### config.mk
export PLATFORM = sky130hd
export DESIGN_NAME = mem_stage
export DESIGN_NICKNAME = d
export VERILOG_FILES = /design/src/rtl/mem_stage_pkg.sv /design/src/rtl/mem_lane_steer.sv /design/src/rtl/mem_stage.sv
export SDC_FILE = /design/constraint.sdc
export NUM_CORES = 1
export LEC_CHECK = 0
export BUFFER_PORTS_ARGS = -buffer_cell sky130_fd_sc_hd__buf_4
export CAP_MARGIN = 20
export CORE_AREA = 2 2 188 190
export CTS_CLUSTER_DIAMETER = 80
export CTS_CLUSTER_SIZE = 24
export DETAILED_ROUTE_END_ITERATION = 6
export DIE_AREA = 0 0 190 192
export PLACE_DENSITY_LB_ADDON = 0.12
export SLEW_MARGIN = 20
export SYNTH_ARGS = -nofsm -noshare
export SYNTH_HDL_FRONTEND = slang
export SYNTH_SLANG_ARGS = --single-unit
### constraint.sdc
create_clock -name clk -period 2.4 [get_ports clk]
set_input_delay 0.24 -clock clk [delete_from_list [all_inputs] [get_ports clk]]
set_output_delay 0.24 -clock clk [all_outputs]
set_load 0.02 [all_outputs]
### src/rtl/mem_stage_pkg.sv
`default_nettype none
// +--------------------------------------------------------------------------+
// | mem_stage_pkg : opcodes, EX/MEM record and FSM states for mem_stage      |
// | Rev 1.0                                                                  |
// +--------------------------------------------------------------------------+
package mem_stage_pkg;

   localparam int ALU_OP_W   = 8;
   localparam int BYTE_SEL_W = 4;

   localparam logic [ALU_OP_W-1:0] EXE_LB_OP  = 8'b1110_0000;
   localparam logic [ALU_OP_W-1:0] EXE_LBU_OP = 8'b1110_0100;
   localparam logic [ALU_OP_W-1:0] EXE_LH_OP  = 8'b1110_0001;
   localparam logic [ALU_OP_W-1:0] EXE_LHU_OP = 8'b1110_0101;
   localparam logic [ALU_OP_W-1:0] EXE_LW_OP  = 8'b1110_0011;
   localparam logic [ALU_OP_W-1:0] EXE_SB_OP  = 8'b1110_1000;
   localparam logic [ALU_OP_W-1:0] EXE_SH_OP  = 8'b1110_1001;
   localparam logic [ALU_OP_W-1:0] EXE_SW_OP  = 8'b1110_1011;

   typedef enum logic [0:0] {
      ST_IDLE = 1'b0,
      ST_BUS  = 1'b1
   } mem_state_e;

   typedef struct packed {
      logic                valid;
      logic [ALU_OP_W-1:0] aluop;
      logic [4:0]          wd;
      logic                wreg;
      logic [31:0]         wdata;
      logic [31:0]         hi;
      logic [31:0]         lo;
      logic                whilo;
      logic [31:0]         addr;
      logic [31:0]         sdata;
   } exmem_t;

endpackage
`default_nettype wire

### src/rtl/mem_lane_steer.sv
`default_nettype none
// +--------------------------------------------------------------------------+
// | mem_lane_steer : byte-lane select, store replication, load extend/align  |
// | Rev 1.0                                                                  |
// +--------------------------------------------------------------------------+
module mem_lane_steer
   import mem_stage_pkg::*;
#(
   parameter bit BIG_ENDIAN = 1'b1
) (
   input  logic [ALU_OP_W-1:0]   aluop,
   input  logic [1:0]            offset,
   input  logic [31:0]           store_data,
   input  logic [31:0]           rdata,
   output logic                  is_mem,
   output logic                  is_store,
   output logic                  misaligned,
   output logic [BYTE_SEL_W-1:0] sel,
   output logic [31:0]           wdata,
   output logic [31:0]           load_data
);

   logic [1:0]  w_byte_lane;
   logic        w_half_hi;
   logic [7:0]  w_byte;
   logic [15:0] w_half;

   // Big-endian puts offset 0 in the top lane, so the lane index is 3-offset.
   assign w_byte_lane = BIG_ENDIAN ? ~offset : offset;
   assign w_half_hi   = BIG_ENDIAN ? ~offset[1] : offset[1];
   assign w_byte      = rdata[{w_byte_lane, 3'b000} +: 8];
   assign w_half      = w_half_hi ? rdata[31:16] : rdata[15:0];

   always_comb begin
      is_mem     = 1'b0;
      is_store   = 1'b0;
      misaligned = 1'b0;
      sel        = '0;
      wdata      = '0;
      load_data  = '0;
      case (aluop)
         EXE_LB_OP, EXE_LBU_OP: begin
            is_mem    = 1'b1;
            sel       = 4'b0001 << w_byte_lane;
            load_data = {{24{w_byte[7] & (aluop == EXE_LB_OP)}}, w_byte};
         end
         EXE_LH_OP, EXE_LHU_OP: begin
            is_mem     = 1'b1;
            misaligned = offset[0];
            sel        = w_half_hi ? 4'b1100 : 4'b0011;
            load_data  = {{16{w_half[15] & (aluop == EXE_LH_OP)}}, w_half};
         end
         EXE_LW_OP: begin
            is_mem     = 1'b1;
            misaligned = |offset;
            sel        = 4'b1111;
            load_data  = rdata;
         end
         EXE_SB_OP: begin
            is_mem   = 1'b1;
            is_store = 1'b1;
            sel      = 4'b0001 << w_byte_lane;
            wdata    = {4{store_data[7:0]}};
         end
         EXE_SH_OP: begin
            is_mem     = 1'b1;
            is_store   = 1'b1;
            misaligned = offset[0];
            sel        = w_half_hi ? 4'b1100 : 4'b0011;
            wdata      = {2{store_data[15:0]}};
         end
         EXE_SW_OP: begin
            is_mem     = 1'b1;
            is_store   = 1'b1;
            misaligned = |offset;
            sel        = 4'b1111;
            wdata      = store_data;
         end
         default: ;
      endcase
   end

endmodule
`default_nettype wire

### src/rtl/mem_stage.sv
`default_nettype none
// +--------------------------------------------------------------------------+
// | mem_stage : EX/MEM register, single-outstanding data-bus FSM, MEM/WB reg |
// | Rev 1.0                                                                  |
// +--------------------------------------------------------------------------+
module mem_stage
   import mem_stage_pkg::*;
#(
   parameter bit BIG_ENDIAN = 1'b1
) (
   input  logic                  clk,
   input  logic                  rst,
   input  logic [4:0]            ex_wd_i,
   input  logic                  ex_wreg_i,
   input  logic [31:0]           ex_wdata_i,
   input  logic [31:0]           ex_hi_i,
   input  logic [31:0]           ex_lo_i,
   input  logic                  ex_whilo_i,
   input  logic [ALU_OP_W-1:0]   ex_aluop_i,
   input  logic [31:0]           ex_mem_addr_i,
   input  logic [31:0]           ex_store_data_i,
   output logic                  dbus_req_o,
   output logic                  dbus_we_o,
   output logic [31:0]           dbus_addr_o,
   output logic [BYTE_SEL_W-1:0] dbus_sel_o,
   output logic [31:0]           dbus_wdata_o,
   input  logic                  dbus_ack_i,
   input  logic [31:0]           dbus_rdata_i,
   output logic                  stallreq_o,
   output logic [31:0]           fwd_hi_o,
   output logic [31:0]           fwd_lo_o,
   output logic                  fwd_whilo_o,
   output logic [4:0]            wb_wd_o,
   output logic                  wb_wreg_o,
   output logic [31:0]           wb_wdata_o,
   output logic [31:0]           wb_hi_o,
   output logic [31:0]           wb_lo_o,
   output logic                  wb_whilo_o,
   output logic                  misalign_o,
   output logic [31:0]           badaddr_o
);

   mem_state_e              r_state;
   mem_state_e              w_state_nxt;
   exmem_t                  r_s;
   exmem_t                  w_ex;
   logic                    w_capture;
   logic                    w_issue;

   logic                    w_iss_is_mem, w_iss_is_store, w_iss_mis;
   logic [BYTE_SEL_W-1:0]   w_iss_sel;
   logic [31:0]             w_iss_wdata, w_iss_load;
   logic                    w_rsp_is_mem, w_rsp_is_store, w_rsp_mis;
   logic [BYTE_SEL_W-1:0]   w_rsp_sel;
   logic [31:0]             w_rsp_wdata, w_rsp_load;
   logic                    w_unused_ok;

   logic [4:0]              w_wb_wd;
   logic                    w_wb_wreg, w_wb_whilo, w_wb_mis;
   logic [31:0]             w_wb_wdata, w_wb_hi, w_wb_lo, w_wb_badaddr;

   assign w_ex = '{valid: 1'b1, aluop: ex_aluop_i, wd: ex_wd_i, wreg: ex_wreg_i,
                   wdata: ex_wdata_i, hi: ex_hi_i, lo: ex_lo_i, whilo: ex_whilo_i,
                   addr: ex_mem_addr_i, sdata: ex_store_data_i};

   // Issue side decodes the incoming op so the request launches on its capture edge.
   mem_lane_steer #(.BIG_ENDIAN(BIG_ENDIAN)) u_issue (
      .aluop      (ex_aluop_i),
      .offset     (ex_mem_addr_i[1:0]),
      .store_data (ex_store_data_i),
      .rdata      (dbus_rdata_i),
      .is_mem     (w_iss_is_mem),
      .is_store   (w_iss_is_store),
      .misaligned (w_iss_mis),
      .sel        (w_iss_sel),
      .wdata      (w_iss_wdata),
      .load_data  (w_iss_load)
   );

   // Response side decodes the held op for load extraction and write-back.
   mem_lane_steer #(.BIG_ENDIAN(BIG_ENDIAN)) u_resp (
      .aluop      (r_s.aluop),
      .offset     (r_s.addr[1:0]),
      .store_data (r_s.sdata),
      .rdata      (dbus_rdata_i),
      .is_mem     (w_rsp_is_mem),
      .is_store   (w_rsp_is_store),
      .misaligned (w_rsp_mis),
      .sel        (w_rsp_sel),
      .wdata      (w_rsp_wdata),
      .load_data  (w_rsp_load)
   );

   assign w_unused_ok = ^{w_iss_load, w_rsp_is_mem, w_rsp_sel, w_rsp_wdata};

   assign stallreq_o  = (r_state == ST_BUS) & ~dbus_ack_i;
   assign w_capture   = ~stallreq_o;
   assign w_issue     = w_iss_is_mem & ~w_iss_mis;

   assign fwd_whilo_o = r_s.valid & r_s.whilo;
   assign fwd_hi_o    = r_s.hi;
   assign fwd_lo_o    = r_s.lo;

   always_ff @(posedge clk) begin
      if (rst) r_state <= ST_IDLE;
      else     r_state <= w_state_nxt;
   end

   always_comb begin
      w_state_nxt  = r_state;
      w_wb_wd      = '0;
      w_wb_wreg    = 1'b0;
      w_wb_wdata   = '0;
      w_wb_hi      = '0;
      w_wb_lo      = '0;
      w_wb_whilo   = 1'b0;
      w_wb_mis     = 1'b0;
      w_wb_badaddr = '0;

      if (w_capture) w_state_nxt = w_issue ? ST_BUS : ST_IDLE;

      if (r_state == ST_BUS) begin
         // Outstanding access: retire on ack, otherwise emit a bubble.
         if (dbus_ack_i) begin
            w_wb_wd    = r_s.wd;
            w_wb_wreg  = r_s.wreg & ~w_rsp_is_store;
            w_wb_wdata = w_rsp_is_store ? r_s.wdata : w_rsp_load;
            w_wb_hi    = r_s.hi;
            w_wb_lo    = r_s.lo;
            w_wb_whilo = r_s.whilo;
         end
      end else if (r_s.valid) begin
         w_wb_wd      = r_s.wd;
         w_wb_wreg    = r_s.wreg & ~w_rsp_mis;
         w_wb_wdata   = r_s.wdata;
         w_wb_hi      = r_s.hi;
         w_wb_lo      = r_s.lo;
         w_wb_whilo   = r_s.whilo;
         w_wb_mis     = w_rsp_mis;
         w_wb_badaddr = w_rsp_mis ? r_s.addr : 32'h0;
      end
   end

   always_ff @(posedge clk) begin
      if (rst) begin
         r_s          <= '0;
         dbus_req_o   <= 1'b0;
         dbus_we_o    <= 1'b0;
         dbus_addr_o  <= '0;
         dbus_sel_o   <= '0;
         dbus_wdata_o <= '0;
         wb_wd_o      <= '0;
         wb_wreg_o    <= 1'b0;
         wb_wdata_o   <= '0;
         wb_hi_o      <= '0;
         wb_lo_o      <= '0;
         wb_whilo_o   <= 1'b0;
         misalign_o   <= 1'b0;
         badaddr_o    <= '0;
      end else begin
         wb_wd_o      <= w_wb_wd;
         wb_wreg_o    <= w_wb_wreg;
         wb_wdata_o   <= w_wb_wdata;
         wb_hi_o      <= w_wb_hi;
         wb_lo_o      <= w_wb_lo;
         wb_whilo_o   <= w_wb_whilo;
         misalign_o   <= w_wb_mis;
         badaddr_o    <= w_wb_badaddr;
         if (w_capture) begin
            r_s          <= w_ex;
            dbus_req_o   <= w_issue;
            dbus_we_o    <= w_issue & w_iss_is_store;
            dbus_addr_o  <= w_issue ? {ex_mem_addr_i[31:2], 2'b00} : 32'h0;
            dbus_sel_o   <= w_issue ? w_iss_sel : '0;
            dbus_wdata_o <= w_issue ? w_iss_wdata : 32'h0;
         end
      end
   end

endmodule
`default_nettype wire

; Word level (Yosys, flattened, before mapping)
; Index checks and enable logic that the tools add are counted.
; W data, S select, Z words.
[totals]
word_cells = 103
out_inout_bits = 272
input_bits = 210
regBits = 351
[op_classes]
n_bitwise = 15
shift = 2
n_eq_ne = 16
muxes = 33
reduce_logical = 14
[ops]
columns = operator, n
row1 = $mux W32, 12
row2 = $pmux W32 S3, 2
row3 = $eq A8 B8 Y1 const B, 16
row4 = $shiftx A32 B6 Y8, 1
row5 = $reduce_or A3 Y1, 6
row6 = $mux W16, 1
row7 = $mux W5, 3
row8 = $pmux W4 S3, 1
row9 = $reduce_or A2 Y1, 6
row10 = $mux W1, 10
row11 = $and A1 B1 Y1, 8
row12 = $mux W4, 2
row13 = $reduce_or A8 Y1, 1
row14 = $not A1 Y1, 5
row15 = $not A2 Y2, 2
row16 = $pmux W1 S2, 2
row17 = $reduce_or A4 Y1, 1
row18 = $shl A1 B2 Y4 const A, 1

; Logic depth before layout (Yosys ltp)
[depth]
word_depth = 7
mapped_depth = 8

; Hierarchy
; From an unflattened synthesis, not the netlist that was laid out.
[hier_totals]
cells_unflattened = 1768
area_unflattened_um2 = 15307.2
[by_module_without_submodules]
columns = module, n_inst, area_each_um2, cells_each, seq_area_each_um2
row1 = mem_stage, 1, 12804.8, 1432, 7607.3
row2 = mem_lane_steer, 2, 1251.2, 168, 0.0

; Worst setup path before layout
; Ideal clock, no wire load.
[synth_timing]
kind = register to register
from = register r_s[167] in the netlist's numbering
to = register wb_wdata_o[0]
path_stages_with_launch = 6
setup_time_ps = 117
path_slack_ps = 738
required_time_ps = 2283
synth_period_minus_slack_ps = 1662
arrival_ps = 1545
cell_sequence = dfxtp_1 -> buf_6 -> nor2_1 -> mux2_2 -> a22o_1 -> a22o_1
[synth_between]
elab_chain_cells = 6
word_cells_on_any_way = 16
[synth_lines]
columns = item, line_no
row1 = start: declaration, mem_stage.sv:45  ; exmem_t r_s;
row2 = start signal: assignment, mem_stage.sv:170  ; r_s <= w_ex;
row3 = $eq A8 B8 Y1 (on tied branches), --
row4 = $reduce_or A2 Y1 / $reduce_or A3 Y1 (equally long branches), --
row5 = $pmux W32 S3 / $mux W1 (equally long branches), mem_lane_steer.sv:41  ; case (aluop)
row6 = $mux W32 *, mem_stage.sv:127  ; w_wb_wdata = w_rsp_is_store ? r_s.wdata : w_rsp_load;
row7 = $mux W32 *, mem_stage.sv:124  ; if (dbus_ack_i) begin
row8 = $mux W32 *, mem_stage.sv:122  ; if (r_state == ST_BUS) begin
row9 = end signal: assignment, mem_stage.sv:163  ; wb_wdata_o <= w_wb_wdata;
row10 = end: declaration, mem_stage.sv:35  ; output logic [31:0] wb_wdata_o,
; Every way passes the cells marked *; elsewhere a longest branch is shown, timed or not.
; A chain may end at the register's enable or synchronous reset.

; Worst setup path after layout
[layout_timing]
from = register r_state
to = output port stallreq_o
[layout_between]
elab_chain_cells = 1
[layout_lines]
columns = item, line_no
row1 = start: declaration, mem_stage.sv:43  ; mem_state_e r_state;
row2 = start signal: assignment, mem_stage.sv:106  ; else r_state <= w_state_nxt;
row3 = $and A1 B1 Y1, mem_stage.sv:96  ; assign stallreq_o = (r_state == ST_BUS) & ~dbus_ack_i;
row4 = end: declaration, mem_stage.sv:29  ; output logic stallreq_o,
; No other way between the ends.

==> qor.txt <==
Final Skew: 0.00984 ns
Clock power share: 31.1%
Synth Cell Area: 0.0127 mm²
Internal: 8.12 mW
Cell Rows: 68
Met3 Use GR: 4.46%
Vias per cell: 4.74
Worst Hold Class: in -> reg
RSZ-0062 raised after global routing: no
Layer with the highest usage: met2
Final hold violations: 0
FMAX: 465 MHz
Share of cells above drive strength 1: 29.8%
CP peak stage delay: 0.48 ns
Worst-skew pair later-pin latency: 0.52 ns
Synth cell types: 46
Die Width: 190 µm
GR Util met2: 37.3%
Grt ovf: 0
Slowest-stage cell, CP: buf_12
CP Launch Type: flop
Mean Syn Cell Area: 9.27 µm²
Critical Path End: stallreq_o
Final setup fails: 0
Setup TNS: 0 ns
Sequential share of power: 56.7%
Ys async rst share: 0%
Cts repair resizes: 0
Worst slew pin tran: 0.908 ns
Die H: 192 µm
R2R Setup Slk: 0.35 ns
Sequential fraction of the synthesis area: 55.0%
EDFF count, synth: 0
CTS tree: built
Peak VDD IR: 0.369 mV
CORE AREA: 0.0343 mm²
Crit-path cells: nand2b_4, inv_4, buf_12, buf_4
Clk pin slew, worst setup/hold paths: 0.09 ns
DRT Wirelength: 41.1 mm
YS warnings: 0
Max cap viols: 0
Crit path max fanout: 153
Clock Tree Buf Depth: 3
DP HPWL: 28.1 mm
Pre-antenna DRT Iters: 5
Reg2reg path depth: 5
Post-route DRC: 0
Worst Hold Launch: ex_lo_i[2]
Antenna Nets Post-Route: 0
Flops & latches, synth: 348
Comb power frac: 12.1%
Routability Congestion: 0.811
CP arrival: 1.91 ns
CTS H-tree depth: 1
Initial core utilization: 37.0%
Total GRT Usage: 21.1%
CP startpoint: r_state
Die area: 0.0365 mm²
Crit path required time: 2.16 ns
CP Class: reg -> out
Number of buffers added on ports: 479
Largest net degree at the start of global routing: 154
Area leader, netlist: dfxtp_1
Vias in the first global route: 10700
Switching pwr: 2.56 mW
Yosys top cell area share: 55.0%
Top FF cell, synth: dfxtp_1
Final Critical Period: 2.15 ns
Global Route met1 Usage: 25.4%
Rel. slew slack: 39.5%
Leak Pwr: 8.12 nW
Reg2reg start: r_state
Total Nets Final: 2081
Drt initial violations: 476
Area grow syn2layout: 42.9%
Total CTS buffers: 18
Worst setup EP type: primary output
Sink Count: 348
First-pass GRT wire length: 61.0 mm
Final worst-path cycle share: 89.7%
Initial antenna violation count: 3
DR WL/cell: 17.6 µm
I/O pins: 482
Outcome: finished, final reports clean
Final Power: 10.7 mW
Syn Inst Count: 1367
Vias: 11100
Fin. max-slew vios: 0
P per Cell Area: 590 mW/mm²
Clk root buf: clkbuf_16
RR Endpoint: r_s[161]
Largest cells by area after synthesis: dfxtp_1 55%, nand2_1 9.7%, a21oi_1 6.7%, and2_1 5.2%, a22o_1 5.0%
Switching share of power: 24.0%
==> timing repair <==
item                      in CTS  in global routing
hold endpoints to repair     180                  0
hold buffers                 150                  0
setup buffers                  0                  0
==> placed cells by master, fill, tap and decap left out, types with 2 or more instances in the layout <==
cell type and instances:
a21boi_0 2, a21oi_1 169, a22o_1 72, a22oi_1 16, and2_1 105, and4b_1 2
buf_12 2, buf_4 495, clkbuf_1 2, clkbuf_16 19, conb_1 2, dfxtp_1 348
diode_2 3, dlygate4sd3_1 150, inv_1 5, mux2_2 23, mux2i_1 9, nand2_1 326
nand2b_1 5, nand3_1 4, nand4_1 10, nor2_1 15, nor2b_1 8, o2111ai_1 3
o21ai_0 17, o21ai_1 21, o2bb2ai_1 16, o31ai_1 2
==> power groups by stage <==
stage          Sequential, mW  Clock, mW  Combinational, mW
3_3_place_gp             6.19          0               1.09
3_5_place_dp             6.20          0               1.09
6_report                 6.06       3.33               1.30
4_1_cts                  6.06       3.45               1.30
5_1_grt                  6.09       3.64               1.39
2_1_floorplan            6.22          0              0.537
==> through the flow <==
| stage | utilization [%] | cell area (µm²) | instances | hold slack, ns | worst slack [ns] |
|---|---|---|---|---|---|
| final | 52.8 | 18100 | 2332 | 0.0299 | 0.248 |
| after global routing | 52.8 | 18100 | 2332 | 0.00681 | 0.105 |
| after CTS | 52.8 | 18100 | 2329 | 0.0103 | 0.132 |
| after detailed placement | 46.9 | 16100 | 2156 | 0.438 | 0.473 |
| after global placement | 46.9 | 16100 | 2156 | 0.433 | 0.520 |
| after floorplan | - | 12700 | 1368 | 0.366 | 0.738 |
==> layer usage <==
layer,vias to the layer above,part of all wire [%]
met4,0,3.1
met2,376,49
li1,5503,-
met5,-,0
met1,5118,41
met3,60,6.8
==> cell families (layout without fill, tap and decap cells) <==
| logic type | count (synthesis) | count (layout) | share of synthesized area, % |
|---|---|---|---|
| buf+inv | 171 | 677 | 7.77 |
| mux | 34 | 34 | 3.11 |
| flops | 348 | 348 | 55.0 |
| other cells | 1 | 5 | 0.0296 |
| compound gates | 326 | 326 | 16.4 |
| simple gates | 487 | 487 | 17.7 |
==> synth_stat cells, drive strengths merged, types with 16 or more instances <==
master and n:
a21oi 170, a22o 72, a22oi 16, and2 106
buf 109, clkbuf 56, dfxtp 348, mux2 23
nand2 326, nor2 17, o21ai 38, o2bb2ai 16
==> final cells by class <==
cell class	count	area, µm²
inverter	6	25.0
multi-input combinational	849	4760
sequential	348	6970
antenna	3	7.51
clock inverter	1	8.76
fill	3213	16200
clock buffer	22	497
tap	455	569
timing repair buffer	648	5270
==> worst min path at each step <==
| stage | end | slack [ns] | cells after the start |
|---|---|---|---|
| finish | fwd_lo_o[2] | 0.03 | 3 |
| global route | fwd_lo_o[2] | 0.007 | 3 |
| CTS | dbus_wdata_o[27] | 0.01 | 3 |
| detailed placement | badaddr_o[16] | 0.44 | 1 |
| global placement | r_s[163] | 0.43 | 2 |
| floorplan | dbus_addr_o[2] | 0.37 | 1 |
==> sequential cells by signal, summed over array words and instances, names as in the netlist, 30 cells and up <==
register	cells
r_s	80
fwd_hi_o	32
badaddr_o	32
dbus_addr_o	30
wb_hi_o	32
fwd_lo_o	32
wb_lo_o	32
dbus_wdata_o	32
wb_wdata_o	32
==> worst max-delay path: cells and delay by family (launching register included) <==
kind                   cells  cell delay, ns
and+or+nand+nor            1            0.11
buffers and inverters      3            0.81
DFF                        1            0.45
No activity file was read; power rests on OpenSTA's default activity.
